$ cat config.mk
export PLATFORM = sky130hd
export DESIGN_NAME = processor_mem_arbiter
export DESIGN_NICKNAME = d
export VERILOG_FILES = /design/src/rtl/processor_mem_arbiter.sv
export SDC_FILE = /design/constraint.sdc
export NUM_CORES = 1
export LEC_CHECK = 0
export ABC_AREA = 1
export CAP_MARGIN = 20
export CORE_AREA = 2 2 56 80
export DETAILED_ROUTE_END_ITERATION = 10
export DIE_AREA = 0 0 58 82
export GPL_ROUTABILITY_DRIVEN = 0
export PLACE_DENSITY = 0.95
export SLEW_MARGIN = 5
export SYNTH_ARGS = -nofsm -noshare
export SYNTH_HDL_FRONTEND = slang
export SYNTH_SLANG_ARGS = --single-unit
$ cat constraint.sdc
create_clock -name clock -period 1.75 [get_ports clock]
set_clock_uncertainty 0.1 [all_clocks]
set_input_delay 0.35 -clock clock [delete_from_list [all_inputs] [get_ports clock]]
set_output_delay 0.35 -clock clock [all_outputs]
set_load 0.1 [all_outputs]
$ cat src/rtl/processor_mem_arbiter.sv
// rtl/processor_mem_arbiter.sv - processor/host data-memory port arbiter
// Optional host starvation guard enabled by defining MEM_ARB_STARVE_GUARD_EN.
module processor_mem_arbiter #(
    parameter int ADDR_SIZE         = 18,
    parameter int WORD_SIZE         = 18,
    parameter int HOST_STARVE_LIMIT = 4
) (
    input  logic                 clock,
    input  logic                 reset,
    input  logic                 cpu_req,
    input  logic                 cpu_we,
    input  logic [ADDR_SIZE-1:0] cpu_addr,
    input  logic [WORD_SIZE-1:0] cpu_wdata,
    output logic                 cpu_grant,
    output logic                 cpu_stall,
    output logic                 cpu_rvalid,
    input  logic                 host_req,
    input  logic                 host_we,
    input  logic [ADDR_SIZE-1:0] host_addr,
    input  logic [WORD_SIZE-1:0] host_wdata,
    output logic                 host_grant,
    output logic                 host_rvalid,
    output logic [ADDR_SIZE-1:0] mem_addr,
    output logic                 mem_we,
    output logic [WORD_SIZE-1:0] mem_wdata,
    input  logic [WORD_SIZE-1:0] mem_rdata,
    output logic [WORD_SIZE-1:0] rdata
);

    localparam logic [1:0] OWN_NONE = 2'd0;
    localparam logic [1:0] OWN_CPU  = 2'd1;
    localparam logic [1:0] OWN_HOST = 2'd2;

    if (HOST_STARVE_LIMIT < 1) begin : g_bad_limit
        $error("HOST_STARVE_LIMIT must be at least 1");
    end

    logic       force_host;
    logic [1:0] rd_owner;

`ifdef MEM_ARB_STARVE_GUARD_EN
    localparam int CNT_W = $clog2(HOST_STARVE_LIMIT + 1);
    localparam logic [CNT_W-1:0] LIMIT = CNT_W'(HOST_STARVE_LIMIT);

    logic [CNT_W-1:0] starve_cnt;

    // Host takes the slot once it has been refused LIMIT cycles in a row.
    assign force_host = host_req && (starve_cnt == LIMIT);

    always_ff @(posedge clock) begin
        if (reset) begin
            starve_cnt <= '0;
        end else if (!host_req || host_grant) begin
            starve_cnt <= '0;
        end else if (starve_cnt != LIMIT) begin
            starve_cnt <= starve_cnt + 1'b1;
        end
    end
`else
    assign force_host = 1'b0;
`endif

    assign cpu_grant  = !reset && cpu_req && !force_host;
    assign host_grant = !reset && host_req && (!cpu_req || force_host);
    assign cpu_stall  = !reset && cpu_req && !cpu_grant;

    always_comb begin
        mem_addr  = '0;
        mem_we    = 1'b0;
        mem_wdata = '0;
        if (cpu_grant) begin
            mem_addr  = cpu_addr;
            mem_we    = cpu_we;
            mem_wdata = cpu_wdata;
        end else if (host_grant) begin
            mem_addr  = host_addr;
            mem_we    = host_we;
            mem_wdata = host_wdata;
        end
    end

    always_ff @(posedge clock) begin
        if (reset) begin
            rd_owner <= OWN_NONE;
        end else if (cpu_grant && !cpu_we) begin
            rd_owner <= OWN_CPU;
        end else if (host_grant && !host_we) begin
            rd_owner <= OWN_HOST;
        end else begin
            rd_owner <= OWN_NONE;
        end
    end

    // Reset in the return cycle discards the pending read result.
    assign cpu_rvalid  = !reset && (rd_owner == OWN_CPU);
    assign host_rvalid = !reset && (rd_owner == OWN_HOST);
    assign rdata       = mem_rdata;

endmodule

* Yosys cells after proc, flatten, opt, wreduce, memory -nomap -nowiden *
Index checks and enable logic that the tools add are counted.

storage, ports and cells
  word-level logic and storage cells = 24
  flip-flop bits (word level) = 2

operators by class
  eq/ne operators = 2
  muxes and demuxes = 8
  reductions and logical operators = 12

operators by type and width
  operator                                                               count
  18-bit 2-to-1 mux                                                      4
  1-bit logical AND                                                      7
  1-bit logical NOT                                                      4
  1-bit 2-to-1 mux                                                       3
  2-bit by 1-bit equality test with 1-bit output, second input constant  1
  2-bit equality test, second input constant                             1
  2-bit 2-to-1 mux                                                       1
  2-bit OR reduction                                                     1

* Longest topological paths before layout *
Gate-level depths: netlist of run 1.

  depth in word-level cells = 6
  depth in mapped cells = 6
  mapped depth without buffers = 4

* Worst setup path before layout of run 1 *
No wires, ideal clock.

  path type = input-to-output
  start = input reset
  end = output host_rvalid
  buffers on the path = 0
  arrival = 2,448 ps
  cell stages on the path = 1
  path slack = -1,148 ps
  required time = 1,300 ps
  cells stage by stage = nor3_1

on the way
  longest elaborated chain between the ends = 2

ends and longest elaborated chain
  what               line  source
  from (decl)        9     input logic reset,
  1-bit logical NOT  96    assign host_rvalid = !reset && (rd_owner == OWN_HOST);
  1-bit logical AND  96
  to (decl)          22    output logic host_rvalid,

No other way between the ends.

* Worst setup path after layout of run 1 *
  start = input cpu_req
  end = output mem_addr[7]

on the way
  longest elaborated chain between the ends = 4
  elaborated cells between the ends (all ways) = 5
  classes of those cells = mux: 2; reduce/logical: 3

ends and longest elaborated chain
  what                 line  source
  from (decl)          10    input logic cpu_req,
  1-bit logical NOT    64    assign host_grant = !reset && host_req && (!cpu_req || force_host);
  1-bit logical AND    64
  18-bit 2-to-1 mux    75    end else if (host_grant) begin
  18-bit 2-to-1 mux *  71    if (cpu_grant) begin
  to (decl)            23    output logic [ADDR_SIZE-1:0] mem_addr,

Mark *: on every way between the ends. The rest lies on a longest branch, timed or not.

==> impl_summary.md, run 1 <==
Status
The flow ran to the end, and the final reports show no timing, DRC or antenna violations.

Clock network
The clock transition at the register clock pins on the worst setup and hold paths after CTS is 30 ps. TritonCTS built the clock tree. Counting every sink on the clock net gives 2. The buffer depth of the longest clock path is 2. CTS built an H-tree with a depth of 1. The cell chosen for the clock root is sky130_fd_sc_hd__clkbuf_8.

In this run, CTS created clock tree buffers numbering 3.

Global route
The number of global-route vias before repair was 1641. The global-route wire length before repair is 7341 um. The global router's overall resource usage is 19.77%.

The largest net degree at the start of global routing is 23. After global routing the overflow that remains totals 0. The initial antenna violation count was 0.

Layout
The area used by sequential logic in the layout is 40.04 um2. The fraction of final layout cells with drive strength greater than 1 is 45.42%. Relative to the synthesized area, the layout overhead comes to 214.5%. 0 antenna diodes ended up in the layout. The register with the most flip-flops in the layout has 2 of them. In the final layout, the multi-input gates occupy 754.5 um2.

The layout filler cell count is 309. In the final design database the tool counted 360 nets. The largest registers in the layout are rd_owner x2.

The final cell utilization of the core is 66.81%. rd_owner holds more flip-flops than any other register.

Floorplanning
The floorplan step defined a die boundary enclosing 4756 um2. 156 I/O pins were placed. The effective utilization at floorplan is 21.24%. The core region area is 4064 um2. The number of rows in the core area is 28.

The y dimension of the die is 82 um. From left edge to right edge, the die measures 58 um.

Power
In this run the power spent charging and discharging nets is 0.6614 mW. The clock share of power is 14.4%. Internal power comes to 0.6377 mW. In this run the power density over the cells is 478.5 nW/um2. The share of total power dissipated in sequential elements is 3.7%. The switching part of the total power is 50.91%. Across the VDD grid, the largest voltage drop is 0.7750 mV. Per report_power, the combinational group accounts for 81.8% of the total. The analysis attributes to cell leakage a power of 1.162 nW.

Routing
The average wire length per cell after detail routing is 16.56 um. The first detailed-routing pass ran for 4 iterations. The number of vias after detailed routing is 1547. The via density per instance is 5.039. The routed design has 5083 um of wire.

The post-route DRC violation count is 0. The DRC marker count from the first detailed-route iteration is 62. The count of nets left with antenna violations once routing finished came out at 0.

Synthesis
After synthesis, the largest family of logic cells by area is simple AND/OR/NAND/NOR gates. Of the total synthesized cell area, the portion taken by AND, OR, NAND and NOR gates is 63.19%. The distinct cell type count of the synthesized netlist is 13. The average footprint of a synthesized cell is 5.396 um2. The portion of the post-synthesis area used by sequential elements is 4.638%. The compound-gate portion of the synthesized area is 0%.

The cell count after synthesis is 160. The post-synthesis sequential element count is 2. The post-synthesis adder-cell area fraction is 0%. The synthesized netlist devotes 0% of its cell area to XOR and XNOR gates.

The number of nets handed over by synthesis was 256. In the synthesized netlist, mux cells make up 0% of the area. The post-synthesis cell area is 863.3 um2. The number of synthesis warnings is 0.

Critical path
Data on the critical path arrives at its endpoint at 1240 ps. The worst setup path is captured at an output pin. The maximum net fanout on the critical path is 22. The type of element launching the critical path is an input pin.

The setup path with the least slack is of type in -> out. The critical path data required time is 1300 ps.

STA
Setup violations remaining at the end of the flow were counted as 0. After layout, the minimum clock period comes to 1693 ps. The post-route worst setup slack is 56.77 ps. The number of max-slew violations in the final report is 0.

The number of endpoints with negative hold slack in the final report is 0. Dividing the final minimum period by the clock period gives 96.76%. Derived from the worst setup path, the maximum achievable clock frequency is 0.5906 GHz. Setup repair after global routing left no endpoint under its margin.

Run
Across the run, the number of max-cap violations was 0.

Worst hold path
Along the worst hold path, the cell count comes to 3. The worst hold path begins at cpu_req. For hold timing, the worst endpoint is rd_owner[1]. The tightest min-delay check is of the in -> reg type.

Placed design
At the placement stage, the worst setup path has a slack of -355.1 ps. The half-perimeter wire length after detailed placement is 3632 um. The number of port buffers is 118.
power by group through the flow:
stage	Clock, mW	Combinational (mW)	Sequential, mW
after floorplan	0	0.749	0.0487
after global placement	0	1.00	0.0487
after detailed placement	0	1.01	0.0489
after CTS	0.191	1.05	0.0483
after global routing	0.195	1.10	0.0485
final	0.188	1.06	0.0483
worst max-delay path by stage:
stage	end	slack, ps	startpoint
after floorplan	host_rvalid	-260	reset
after global placement	mem_addr[17]	-360	reset
after detailed placement	mem_wdata[14]	-360	cpu_req
after CTS	mem_addr[16]	2	cpu_req
after global routing	mem_wdata[14]	20	host_wdata[14]
final	mem_addr[7]	60	cpu_req
metrics by stage:
step | area, um2 | power (mW) | setup TNS (ps) | hold WS [ps] | cells
after floorplan | 1018 | 0.7981 | -259.0 | 326.8 | 160
after global placement | 2506 | 1.049 | -11440 | 600.7 | 297
after detailed placement | 2506 | 1.062 | -12650 | 600.7 | 297
after CTS | 2664 | 1.291 | 0 | 351.1 | 306
after global routing | 2715 | 1.340 | 0 | 370.0 | 307
final | 2715 | 1.299 | 0 | 354.0 | 307
repair_timing:
item / CTS / global route
gates resized for setup: 34 / 9
cloned: 5 / 0
setup endpoints to repair: 41 / 36
setup buffers: 1 / 1
hold buffers: 0 / 0
pin swaps: 4 / 8
synthesized netlist by cell type:
library cell,instances,area [um2]
sky130_fd_sc_hd__clkbuf_1,2,7.510
sky130_fd_sc_hd__dfxtp_1,2,40.04
sky130_fd_sc_hd__inv_2,2,7.510
sky130_fd_sc_hd__conb_1,1,3.750
sky130_fd_sc_hd__nor3_1,3,15.01
sky130_fd_sc_hd__buf_6,6,67.56
sky130_fd_sc_hd__nand4_1,37,231.5
sky130_fd_sc_hd__nand2_1,76,285.3
sky130_fd_sc_hd__buf_2,6,30.03
sky130_fd_sc_hd__inv_1,1,3.750
sky130_fd_sc_hd__nor2_1,2,7.510
sky130_fd_sc_hd__nor2_2,1,6.260
sky130_fd_sc_hd__buf_4,21,157.7
routing by layer:
layer | routed length, um | track usage, % | vias up | share of wire (%)
met3 | 342 | 2.992 | 24 | 6.7
met5 | 0 | 0 | - | 0
met4 | 174 | 9.070 | 0 | 3.4
met1 | 1623 | 19.59 | 713 | 32
li1 | - | - | 724 | -
met2 | 2943 | 39.20 | 86 | 58
critical path, stage by stage:
cell	delay [ps]
sky130_fd_sc_hd__buf_2	110
sky130_fd_sc_hd__inv_2	100
sky130_fd_sc_hd__buf_6	220
sky130_fd_sc_hd__nand4_1	170
sky130_fd_sc_hd__nand2_2	120
sky130_fd_sc_hd__buf_12	170
cell usage in the layout, fill, tap and decap left out:
master,netlist,layout
sky130_fd_sc_hd__buf_2,6,2
sky130_fd_sc_hd__nand2_4,0,12
sky130_fd_sc_hd__inv_2,2,2
sky130_fd_sc_hd__clkdlybuf4s15_2,0,1
sky130_fd_sc_hd__dfxtp_1,2,2
sky130_fd_sc_hd__buf_16,0,1
sky130_fd_sc_hd__nor3_1,3,2
sky130_fd_sc_hd__nor2_2,1,1
sky130_fd_sc_hd__buf_12,0,46
sky130_fd_sc_hd__inv_1,1,1
sky130_fd_sc_hd__buf_4,21,3
sky130_fd_sc_hd__buf_6,6,7
sky130_fd_sc_hd__nand4_1,37,37
sky130_fd_sc_hd__nand2_2,0,38
sky130_fd_sc_hd__conb_1,1,1
sky130_fd_sc_hd__nor2_4,0,2
sky130_fd_sc_hd__clkdlybuf4s50_1,0,74
sky130_fd_sc_hd__nor3_2,0,1
sky130_fd_sc_hd__clkbuf_8,0,3
sky130_fd_sc_hd__nand2_1,76,26
final cells by class:
type | instances | share of cell area (%)
timing repair buffer | 134 | 66.73
multi-input combinational | 120 | 27.79
tap | 45 | 2.074
clock buffer | 3 | 1.521
sequential | 2 | 1.475
inverter | 3 | 0.4147
kinds of logic (layout without fill, tap and decap cells):
family,count (synthesis),count (layout)
buffers and inverters,38,140
DFF,2,2
other,1,1
and+or+nand+nor,119,119
Note: power is estimated with default switching activity, not from simulation.
==> run 2, diff against run 1 <==
- CAP_MARGIN: 20 -> default
- CORE_AREA: 2 2 56 80 -> 2 2 61 74
- DIE_AREA: 0 0 58 82 -> 0 0 63 76
- PLACE_DENSITY: 0.95 -> 0.94
==> run 2 against run 1 <==
  * The flow now finishes with violations (negative setup slack)
  * Clock power is essentially flat
  * Critical path depth decreased by 1
  * Total power grew 3.8%
  * Design area is 6.7% higher
  * Wire length is 7.7% higher
  * Worst hold slack improved by 6.7 ps
  * Highest routed layer unchanged
==> impl_summary.md, run 2 (synthesis results as in run 1) <==
Critical path
The combined buffer and inverter count along the critical path is 3 (-1). The critical path data required time is 1300 ps (about the same). Traced cell by cell, the critical path runs through clkdlybuf4s15_2 -> bufbuf_16 -> nand4_1 -> nand2_2 -> buf_12. The maximum net fanout on the critical path is 13 (-41%). The peak per-stage delay on the critical path is 300 ps (+80 ps). The critical-path cell with the highest stage delay is sky130_fd_sc_hd__bufbuf_16. The capturing element type of the critical path is an output pin. The critical path is of the in -> out type. The kind of cell with the highest combined delay along the critical path is buffers and inverters. The worst setup path is launched from an input pin. The data arrival time of the critical path came to 1300 ps (+60 ps).

Routing
The number of vias after detailed routing was 1609 (+4.0%). The remaining antenna violation count is 0 (unchanged). The first-pass iteration count of the detailed router is 4 (unchanged). The post-route DRC violation count came to 0 (unchanged).

The DRC marker count from the first detailed-route iteration is 59 (-4.8%). The via density per instance is 4.966 (-1.4%). The final routed wirelength across all metal layers was 5472 um (+7.7%). The average wire length per cell after detail routing is 16.89 um (+2.0%).

Layout
The area added between synthesis and finish is 235.7%. The fraction of final layout cells with drive strength greater than 1 is 45.52% (+0.10 points). The number of antenna cells inserted came to 0 (unchanged). Leaving out fill and tap cells, the most frequent cells in the layout are sky130_fd_sc_hd__clkdlybuf4s50_1, sky130_fd_sc_hd__buf_12, sky130_fd_sc_hd__nand2_2, sky130_fd_sc_hd__nand4_1, sky130_fd_sc_hd__nand2_1.

The layout filler cell count is 304 (-1.6%). The flip-flop count of the largest register, all copies and words added is 2 (unchanged). The largest registers in the layout are rd_owner x2. The commonest non-fill, non-tap cell in the layout is sky130_fd_sc_hd__clkdlybuf4s50_1. The final layout net count is 366 (+1.7%). The register name with the most flops is rd_owner.

Global route
The residual overflow from global routing is 0 (unchanged). The largest net degree at the start of global routing is 26 (+13%). The global-route wire length before repair is 8224 um (+12%). The global router's overall resource usage is 21.98% (+2.2 points).

The number of global-route vias before repair is 1717 (+4.6%). The initial antenna violation count is 0 (unchanged).

STA
The post-route worst hold slack is 360.7 ps (+6.693 ps). The final period utilization came to 100.2% (+3.4 points). The clock period minus final worst setup slack is 1753 ps (+60.26 ps). The highest clock frequency the design can meet was 0.5703 GHz (-3.4%).

Setup repair after global routing could not meet its margin everywhere. The number of endpoints with negative hold slack in the final report is 0 (unchanged). The post-route worst setup slack is -3.489 ps (-60.26 ps). The number of setup violations in the final report is 1 (+1). The number of max-slew violations in the final report is 0 (unchanged).

Power
The leakage power summed over all cells is 1.242 nW (+6.9%). The portion of total power attributed to sequential cells is 3.6% (about the same). The worst vdd rail ir drop is 0.3925 mV (-49%). The power density over cell area is 465.2 nW/um2 (-2.8%). The portion of total power attributed to combinational logic came to 82.4% (+0.6 points). The total power of the final layout is 1.348 mW (+3.8%). The switching part of the total power is 49.60% (-1.3 points). The net switching power was 0.6687 mW (+1.1%). The internal power contribution is 0.6794 mW (+6.5%). The clock share of power is 14.0% (-0.4 points).

Clock network
The buffer depth of the longest clock path is 2 (unchanged). TritonCTS built the clock tree. The cell chosen for the clock root is sky130_fd_sc_hd__clkbuf_8. The clock net sink count is 2 (unchanged). The clock transition at the register clock pins on the worst setup and hold paths after CTS is 30 ps (about the same).

The count of hold-fix buffers inserted at cts is 0 (unchanged). The depth of the CTS H-tree is 1 (unchanged). The number of buffers added by the clock tree synthesis step is 3 (unchanged).

Floorplanning
The x dimension of the die is 63 um (+8.6%). The effective utilization at floorplan is 20.90% (-0.35 points). The die area came to 4788 um2 (+0.67%). The number of rows in the core area is 26 (-7.1%).

The I/O pin count is 156 (unchanged). The y dimension of the die was 76 um (-7.3%). The core region area is 4131 um2 (+1.7%).

Status
The final reports fail on negative setup slack. The flow ran to the end, but the final reports show violations.

Placed design
The number of port buffers is 118 (unchanged). The post-placement setup slack is -314.9 ps (+40.18 ps). The half-perimeter wire length after detailed placement was 3745 um (+3.1%).

Worst hold path
The class of the tightest hold or removal check is in -> reg.

Run
The max-cap violation count came to 0 (unchanged).
[run 2: cell count changes in the layout (fill, tap and decap cells not counted), sizes merged]
cell           change
clkbuf             +1
buf                +3
clkdlybuf4s50      -1
bufbuf             +2
dlymetal6s2s       +1
[run 2: final timing paths]
check | from | endpoint | depth (start not counted)
worst min-delay path | cpu_req | rd_owner[1] | 3
worst max-delay path | host_req | mem_wdata[17] | 5
[run 2: power by group through the flow]
stage          Sequential [mW]  Combinational, mW  Clock [mW]
2_1_floorplan           0.0487              0.749           0
3_3_place_gp            0.0487               1.01           0
3_5_place_dp            0.0489               1.02           0
4_1_cts                 0.0484               1.10       0.190
5_1_grt                 0.0486               1.15       0.198
6_report                0.0484               1.11       0.189
[run 2: final cells by class]
| class | count | area (um2) | share of cell area (%) |
|---|---|---|---|
| sequential | 2 | 40.04 | 1.382 |
| multi-input combinational | 120 | 732.0 | 25.26 |
| tap | 56 | 70.07 | 2.418 |
| clock buffer | 3 | 41.29 | 1.425 |
| inverter | 3 | 21.27 | 0.7340 |
| timing repair buffer | 140 | 1993 | 68.78 |
[run 2: routing by layer]
| layer | vias up | global-route usage (%) | wire length [um] |
|---|---|---|---|
| li1 | 743 | - | - |
| met1 | 747 | 19.71 | 1695 |
| met2 | 96 | 44.15 | 3198 |
| met3 | 23 | 5.318 | 392 |
| met4 | 0 | 10.67 | 185 |
| met5 | - | 0 | 0 |
[run 2: repair_timing]
item	4_1_cts	5_1_grt
gates cloned	6	1
pin swaps	15	9
gates resized for setup	30	11
setup endpoints to repair	41	38
buffers inserted	6	0
[run 2: metrics by stage]
step | TNS [ps] | util [%] | instances | instance area, um2
6_report | -3.489 | 70.14 | 324 | 2898
2_1_floorplan | -259.0 | - | 160 | 1018
4_1_cts | 0 | 69.65 | 324 | 2878
3_5_place_dp | -11470 | 61.48 | 309 | 2540
5_1_grt | -333.8 | 70.14 | 324 | 2898
3_3_place_gp | -11130 | 61.48 | 309 | 2540
[run 2: tightest hold or removal path, cell delays in order]
cell and delay, ps:
sky130_fd_sc_hd__buf_8 90, sky130_fd_sc_hd__buf_4 130, sky130_fd_sc_hd__nor3_1 50
